File: src/rtl/sram_arb_pkg.sv
// ---------------------------------------------------------------------------
// sram_arb_pkg
//   Shared definitions for the two-requester SRAM arbiter with array
//   zeroing. Contains:
//     - state_e                 : controller state (ST_INIT zeroing, ST_RUN arbitration)
//     - DEF_BITS                : default data word width
//     - DEF_WORD_DEPTH          : default number of RAM words
//     - DEF_ADDR_WIDTH          : default address width (clog2 of depth)
//     - mask_merge()            : bit-masked write merge, as the macro applies it
// ---------------------------------------------------------------------------
package sram_arb_pkg;

  typedef enum logic [0:0] {
    ST_INIT = 1'b0,
    ST_RUN  = 1'b1
  } state_e;

  localparam int unsigned DEF_BITS       = 32'd64;
  localparam int unsigned DEF_WORD_DEPTH = 32'd512;
  localparam int unsigned DEF_ADDR_WIDTH = 32'd9;

  // Merge new data into an old word under a per-bit write mask
  // (mask bit 1 = take the new bit). Sized to the default word width.
  function automatic logic [DEF_BITS-1:0] mask_merge(
    input logic [DEF_BITS-1:0] old_word,
    input logic [DEF_BITS-1:0] new_word,
    input logic [DEF_BITS-1:0] mask
  );
    mask_merge = (old_word & ~mask) | (new_word & mask);
  endfunction

endpackage : sram_arb_pkg

File: src/rtl/rr_arb2.sv
// ---------------------------------------------------------------------------
// rr_arb2
//   Two-way round-robin arbiter. Grants at most one requester per cycle.
//   When both request, the pointer decides; after any grant the pointer
//   passes priority to the other requester. A lone requester is granted
//   every cycle regardless of the pointer.
//
//   Ports:
//     clk_i   : clock, all state on posedge
//     rst_i   : synchronous active-high reset (pointer favours requester 0)
//     en_i    : arbitration enable; no grant is issued while low
//     req_i   : per-requester request
//     gnt_o   : one-hot (or zero) grant, combinational from req_i/pointer
// ---------------------------------------------------------------------------
module rr_arb2 (
  input  logic       clk_i,
  input  logic       rst_i,
  input  logic       en_i,
  input  logic [1:0] req_i,
  output logic [1:0] gnt_o
);

  // 0: requester 0 wins a tie, 1: requester 1 wins a tie
  logic ptr_q;
  logic ptr_d;
  logic [1:0] gnt_s;

  // Grant selection from the request vector and the tie-break pointer
  always_comb begin
    gnt_s = 2'b00;
    if (en_i) begin
      case (req_i)
        2'b01:   gnt_s = 2'b01;
        2'b10:   gnt_s = 2'b10;
        2'b11:   gnt_s = ptr_q ? 2'b10 : 2'b01;
        default: gnt_s = 2'b00;
      endcase
    end else begin
      gnt_s = 2'b00;
    end
  end

  // Next pointer: after a grant, priority moves to the other requester
  always_comb begin
    ptr_d = ptr_q;
    if (gnt_s[0]) begin
      ptr_d = 1'b1;
    end else if (gnt_s[1]) begin
      ptr_d = 1'b0;
    end else begin
      ptr_d = ptr_q;
    end
  end

  // Pointer register
  always_ff @(posedge clk_i) begin
    if (rst_i) begin
      ptr_q <= 1'b0;
    end else begin
      ptr_q <= ptr_d;
    end
  end

  assign gnt_o = gnt_s;

endmodule : rr_arb2

File: src/rtl/sram_arb2_init.sv
// ---------------------------------------------------------------------------
// sram_arb2_init
//   Front end for a single-port SRAM macro shared by two requesters.
//   After reset (or a clear request) the whole array is zeroed, one word per
//   cycle; afterwards the two requesters are arbitrated round-robin and
//   their read/write commands are forwarded to the macro in the grant cycle.
//   Read data returns one cycle later straight from the macro output.
//
//   Ports:
//     clk            : clock, all logic on posedge
//     rst            : synchronous active-high reset
//     req_valid[1:0] : per-requester command valid
//     req_ready[1:0] : per-requester accept (combinational, at most one high)
//     req_we[1:0]    : per-requester write enable (0 = read)
//     req_addr       : requester i address in slice i
//     req_wd         : requester i write data in slice i
//     req_mask       : requester i per-bit write mask in slice i
//     rsp_valid[1:0] : read data valid, one cycle after a read accept
//     rsp_rdata      : shared read data (macro output pass-through)
//     clear_req      : request full-array zeroing (honoured only in RUN)
//     init_done      : array zeroed and requests being served
//     ram_*_in       : macro command port (all zero when idle)
//     ram_rd_out     : macro read data
// ---------------------------------------------------------------------------
module sram_arb2_init
  import sram_arb_pkg::*;
#(
  parameter int BITS       = DEF_BITS,
  parameter int WORD_DEPTH = DEF_WORD_DEPTH,
  parameter int ADDR_WIDTH = DEF_ADDR_WIDTH
) (
  input  logic                    clk,
  input  logic                    rst,
  input  logic [1:0]              req_valid,
  output logic [1:0]              req_ready,
  input  logic [1:0]              req_we,
  input  logic [2*ADDR_WIDTH-1:0] req_addr,
  input  logic [2*BITS-1:0]       req_wd,
  input  logic [2*BITS-1:0]       req_mask,
  output logic [1:0]              rsp_valid,
  output logic [BITS-1:0]         rsp_rdata,
  input  logic                    clear_req,
  output logic                    init_done,
  output logic                    ram_ce_in,
  output logic                    ram_we_in,
  output logic [ADDR_WIDTH-1:0]   ram_addr_in,
  output logic [BITS-1:0]         ram_wd_in,
  output logic [BITS-1:0]         ram_w_mask_in,
  input  logic [BITS-1:0]         ram_rd_out
);

  localparam logic [ADDR_WIDTH-1:0] LAST_ADDR = ADDR_WIDTH'(WORD_DEPTH - 1);

  state_e                  state_q;
  logic [ADDR_WIDTH-1:0]   cnt_q;
  logic [ADDR_WIDTH-1:0]   cnt_d;
  logic                    init_done_q;
  logic [1:0]              rsp_valid_q;
  logic [1:0]              rsp_valid_d;

  logic                    arb_en_s;
  logic [1:0]              gnt_s;
  logic                    sel_s;
  logic                    xfer_s;

  // Arbitration runs only in RUN and not in a clear cycle; rst also blocks
  // grants so the pointer and response state stay clean during reset.
  assign arb_en_s = (!rst) && (state_q == ST_RUN) && (!clear_req);

  rr_arb2 u_rr_arb2 (
    .clk_i (clk),
    .rst_i (rst),
    .en_i  (arb_en_s),
    .req_i (req_valid),
    .gnt_o (gnt_s)
  );

  assign xfer_s = gnt_s[0] | gnt_s[1];
  assign sel_s  = gnt_s[1];

  // Zeroing address counter increment
  always_comb begin
    cnt_d = cnt_q + ADDR_WIDTH'(1);
  end

  // Read responses: a read accept this cycle produces a valid next cycle
  always_comb begin
    rsp_valid_d = 2'b00;
    if (xfer_s) begin
      rsp_valid_d = gnt_s & ~req_we;
    end else begin
      rsp_valid_d = 2'b00;
    end
  end

  // Macro command port: zeroing writes in INIT, granted command in RUN,
  // all-zero otherwise so the macro never sees X on an idle cycle.
  always_comb begin
    ram_ce_in     = 1'b0;
    ram_we_in     = 1'b0;
    ram_addr_in   = '0;
    ram_wd_in     = '0;
    ram_w_mask_in = '0;
    if (rst) begin
      ram_ce_in     = 1'b0;
    end else if (state_q == ST_INIT) begin
      ram_ce_in     = 1'b1;
      ram_we_in     = 1'b1;
      ram_addr_in   = cnt_q;
      ram_wd_in     = '0;
      ram_w_mask_in = '1;
    end else if (xfer_s) begin
      ram_ce_in     = 1'b1;
      ram_we_in     = sel_s ? req_we[1] : req_we[0];
      ram_addr_in   = sel_s ? req_addr[2*ADDR_WIDTH-1:ADDR_WIDTH]
                            : req_addr[ADDR_WIDTH-1:0];
      ram_wd_in     = sel_s ? req_wd[2*BITS-1:BITS] : req_wd[BITS-1:0];
      ram_w_mask_in = sel_s ? req_mask[2*BITS-1:BITS] : req_mask[BITS-1:0];
    end else begin
      ram_ce_in     = 1'b0;
    end
  end

  // Controller FSM: zeroing sweep, run mode, clear handling, responses
  always_ff @(posedge clk) begin
    if (rst) begin
      state_q     <= ST_INIT;
      cnt_q       <= '0;
      init_done_q <= 1'b0;
      rsp_valid_q <= 2'b00;
    end else begin
      rsp_valid_q <= rsp_valid_d;
      case (state_q)
        ST_INIT: begin
          // clear_req is deliberately not looked at here: a sweep in
          // progress is never restarted by it.
          if (cnt_q == LAST_ADDR) begin
            state_q     <= ST_RUN;
            cnt_q       <= '0;
            init_done_q <= 1'b1;
          end else begin
            cnt_q       <= cnt_d;
          end
        end
        ST_RUN: begin
          if (clear_req) begin
            state_q     <= ST_INIT;
            cnt_q       <= '0;
            init_done_q <= 1'b0;
          end else begin
            state_q     <= ST_RUN;
          end
        end
        default: begin
          state_q     <= ST_INIT;
          cnt_q       <= '0;
          init_done_q <= 1'b0;
        end
      endcase
    end
  end

  assign req_ready = gnt_s;
  assign rsp_valid = rsp_valid_q;
  assign rsp_rdata = ram_rd_out;
  assign init_done = init_done_q;

endmodule : sram_arb2_init

File: config.mk
export PLATFORM = sky130hd
export DESIGN_NAME = sram_arb2_init
export DESIGN_NICKNAME = d
export VERILOG_FILES = /design/src/rtl/sram_arb_pkg.sv /design/src/rtl/rr_arb2.sv /design/src/rtl/sram_arb2_init.sv
export SDC_FILE = /design/constraint.sdc
export NUM_CORES = 1
export LEC_CHECK = 0
export CAP_MARGIN = 25
export CORE_AREA = 5 5 211 213
export CTS_BUF_LIST = sky130_fd_sc_hd__clkbuf_8
export DETAILED_ROUTE_END_ITERATION = 8
export DIE_AREA = 0 0 216 218
export GPL_ROUTABILITY_DRIVEN = 0
export HOLD_SLACK_MARGIN = 0.06
export PLACE_DENSITY_LB_ADDON = 0.05
export SLEW_MARGIN = 0
export SYNTH_ARGS = -nofsm -noshare
export SYNTH_HDL_FRONTEND = slang
export SYNTH_SLANG_ARGS = --single-unit
File: constraint.sdc
create_clock -name clk -period 5 [get_ports clk]
set_input_delay 1 -clock clk [delete_from_list [all_inputs] [get_ports clk]]
set_output_delay 1 -clock clk [all_outputs]
set_load 0.1 [all_outputs]
==> results.txt, run 1 <==
Total track usage - 11.1%
Vias - 5322
Clock slew at reported path FFs - 70 ps
Outcome - complete, no violations
RSZ-0062 raised after global routing - false
Max-cap violations - 0
Crit end category - primary output
Peak Freq - 232 MHz
# nets final - 1282
Die area - 0.0471 mm2
TritonCTS Sinks - 14
Post-CTS Setup Bufs - 0
Count of cell types in the netlist - 30
Post-synthesis sequential area ratio - 8.23%
Mapped Area - 0.00341 mm2
CTS tree - built
Area leader, netlist - nand2_1
Hold Vio Cnt, Final - 0
Required @ worst endpoint - 4000 ps
Latest clock arrival within the worst-skew pair - 250 ps
Worst R2R Path Depth - 7
Ys async rst share - 0%
Initial antenna violation count - 3
Setup Viol. Count Final - 0
Largest net degree at the start of global routing - 135
Clock skew - 4.30 ps
Hold path depth - 1
Vias/cell - 3.59
Most frequent CP cell - buf_12
DRT iter0 DRCs - 156
GRT Residual Overflow - 0
Pwr Density - 94.6 mW/mm2
FP Rows - 76
Drt drc - 0
Syn Area/Cell - 5.55 um2
Core Area - 0.0425 mm2
Peak supply drop - 0.0572 mV
Crit path launch type - primary input
Main area contributors after synthesis - nand2_1 (16%), buf_4 (16%), nor3b_1 (14%)
Post-DP HPWL - 22700 um
Layout area overhead - 172%
Rel. slew slack - 32.4%
Commonest non-fill, non-tap cell in the layout - clkdlybuf4s50_1
First-pass GRT wire length - 40000 um
H-tree depth - 1
Die Span Y - 218 um
CP Class - primary input to primary output
Synth Instances - 614
Pre-CTS WS - 627 ps
PnR worst setup slack - 686 ps
Drt pass-1 iters - 4
Die Width - 216 um
Yosys warns - 0
# port buffers - 424
Measured slew at the worst slew-check pin - 1010 ps
CP max-delay cell - clkdlybuf4s50_1
Hold_buf cts - 0
Longest Clk Path Bufs - 2
Placed Instance Area - 0.00921 mm2
HP Class - flop to flop
Share of layout cells above drive strength 1 - 18.1%
Primary FF master, synth - dfxtp_1
Final period util - 86.3%
Delay of the slowest critical-path stage - 580 ps
Final WL - 28300 um
CTS Buf Count - 3
Initial Utilization - 8.02%
Crit-path cells - clkdlybuf4s50_1, nand2b_1, nand3_4, buf_12, nor2_1, nor3_1, buf_12
Root Driver - clkbuf_8
Slew Limit Fails - 0
Static leakage - 3.51 nW
CP arrival - 3310 ps
# resized after CTS - 0
WHS - 504 ps
Power Total - 877 uW
Area share of the largest cell type after synthesis - 16.2%
Total Neg Setup Slack - 0 ps
Ports - 553
Max FO, Critical Path - 134
Post-route ant nets - 0
Post-synth EDFFs - 0
Post-synthesis register bit count - 14
Post-route cell area - 0.00927 mm2
Vias in the first global route - 5831
DR WL/cell - 19.1 um
Syn_nets - 961
Commonest non-fill, non-tap cells in the layout - clkdlybuf4s50_1 (283), nand2_1 (147), buf_12 (145)
Post-route minimum period - 4310 ps
==> report_power, final <==
part | internal [mW] | leakage, nW | switching, mW
Combinational | 0.321 | 3.37 | 0.322
Sequential | 0.113 | 0.114 | 0.00293
Clock | 0.0699 | 0.0288 | 0.0484
==> routing by layer <==
metal  global-route usage, %  wire length, um  part of all wire [%]  vias to the layer above
li1                        -                -                     -                     2636
met3                    5.04             2950                    10                       40
met2                    20.9            14700                    52                      288
met5                       0               13                 0.046                        -
met4                    2.88              755                   2.7                        2
met1                    11.3             9850                    35                     2356
==> cell type report <==
| cell class | count | area, um2 |
|---|---|---|
| diodes | 2 | 5.00 |
| clock buffers | 4 | 55.1 |
| fillers | 4648 | 33200 |
| inverters | 3 | 13.8 |
| multi-input cells | 479 | 2450 |
| flip-flops and latches | 14 | 282 |
| well taps | 546 | 683 |
| repair buffers | 434 | 5780 |
==> path summary, 6_finish.rpt <==
path / from / to / slack (ps)
setup / recovery: req_valid[0] / ram_w_mask_in[36] / 690
hold / removal: cnt_q[7] / cnt_q[7] / 500
setup reg to reg: cnt_q[0] / cnt_q[7] / 2710
hold reg to reg: cnt_q[7] / cnt_q[7] / 500
==> kinds of logic (layout without fill, tap and decap cells) <==
| group | Yosys count | count (layout) | share of synthesized area [%] |
|---|---|---|---|
| simple gates | 369 | 369 | 52.0 |
| buf+inv | 121 | 441 | 21.6 |
| compound gates | 102 | 102 | 15.8 |
| flops | 14 | 14 | 8.23 |
| mux | 6 | 6 | 1.76 |
| fa+ha+maj | 2 | 2 | 0.734 |
| other cells | 0 | 2 | 0 |
==> worst max-delay path, delay by kind of cell <==
family	cells	cell delay [ps]
simple gates	4	880
buf+inv	3	1330
==> synth_stat cells, drive strengths merged (2+ instances only) <==
| library cell | number |
|---|---|
| buf | 80 |
| nor2b | 2 |
| clkbuf | 38 |
| nor3b | 64 |
| nor3 | 64 |
| or2 | 2 |
| nand2b | 5 |
| a21oi | 73 |
| a31oi | 9 |
| o21ai | 14 |
| o22ai | 2 |
| nand4 | 3 |
| and2 | 2 |
| nand3 | 3 |
| ha | 2 |
| nor2 | 73 |
| a22o | 2 |
| inv | 3 |
| nand2 | 147 |
| mux2i | 6 |
| dfxtp | 14 |
| and3 | 3 |
==> registers in the layout, indices dropped and copies added, names as in the netlist <==
| name | flops |
|---|---|
| state_q | 1 |
| cnt_q | 9 |
| rsp_valid | 2 |
| u_rr_arb2.ptr_q | 1 |
| init_done | 1 |
==> metrics by stage <==
| step | cells | utilization, % |
|---|---|---|
| 2_1_floorplan | 614 | - |
| 3_3_place_gp | 1476 | 21.7 |
| 3_5_place_dp | 1476 | 21.7 |
| 4_1_cts | 1480 | 21.8 |
| 5_1_grt | 1482 | 21.8 |
| 6_report | 1482 | 21.8 |
No activity file was read; power rests on OpenSTA's default activity.
==> inputs of run 2 (changes only) <==
--- a/config.mk
+++ b/config.mk
@@ -13,7 +13,7 @@
 export GPL_ROUTABILITY_DRIVEN = 0
 export HOLD_SLACK_MARGIN = 0.06
 export PLACE_DENSITY_LB_ADDON = 0.05
-export SLEW_MARGIN = 0
+export SLEW_MARGIN = 20
 export SYNTH_ARGS = -nofsm -noshare
 export SYNTH_HDL_FRONTEND = slang
 export SYNTH_SLANG_ARGS = --single-unit
==> results of run 2 <==
The final DEF is identical to that of run 1; final timing and power are the same.
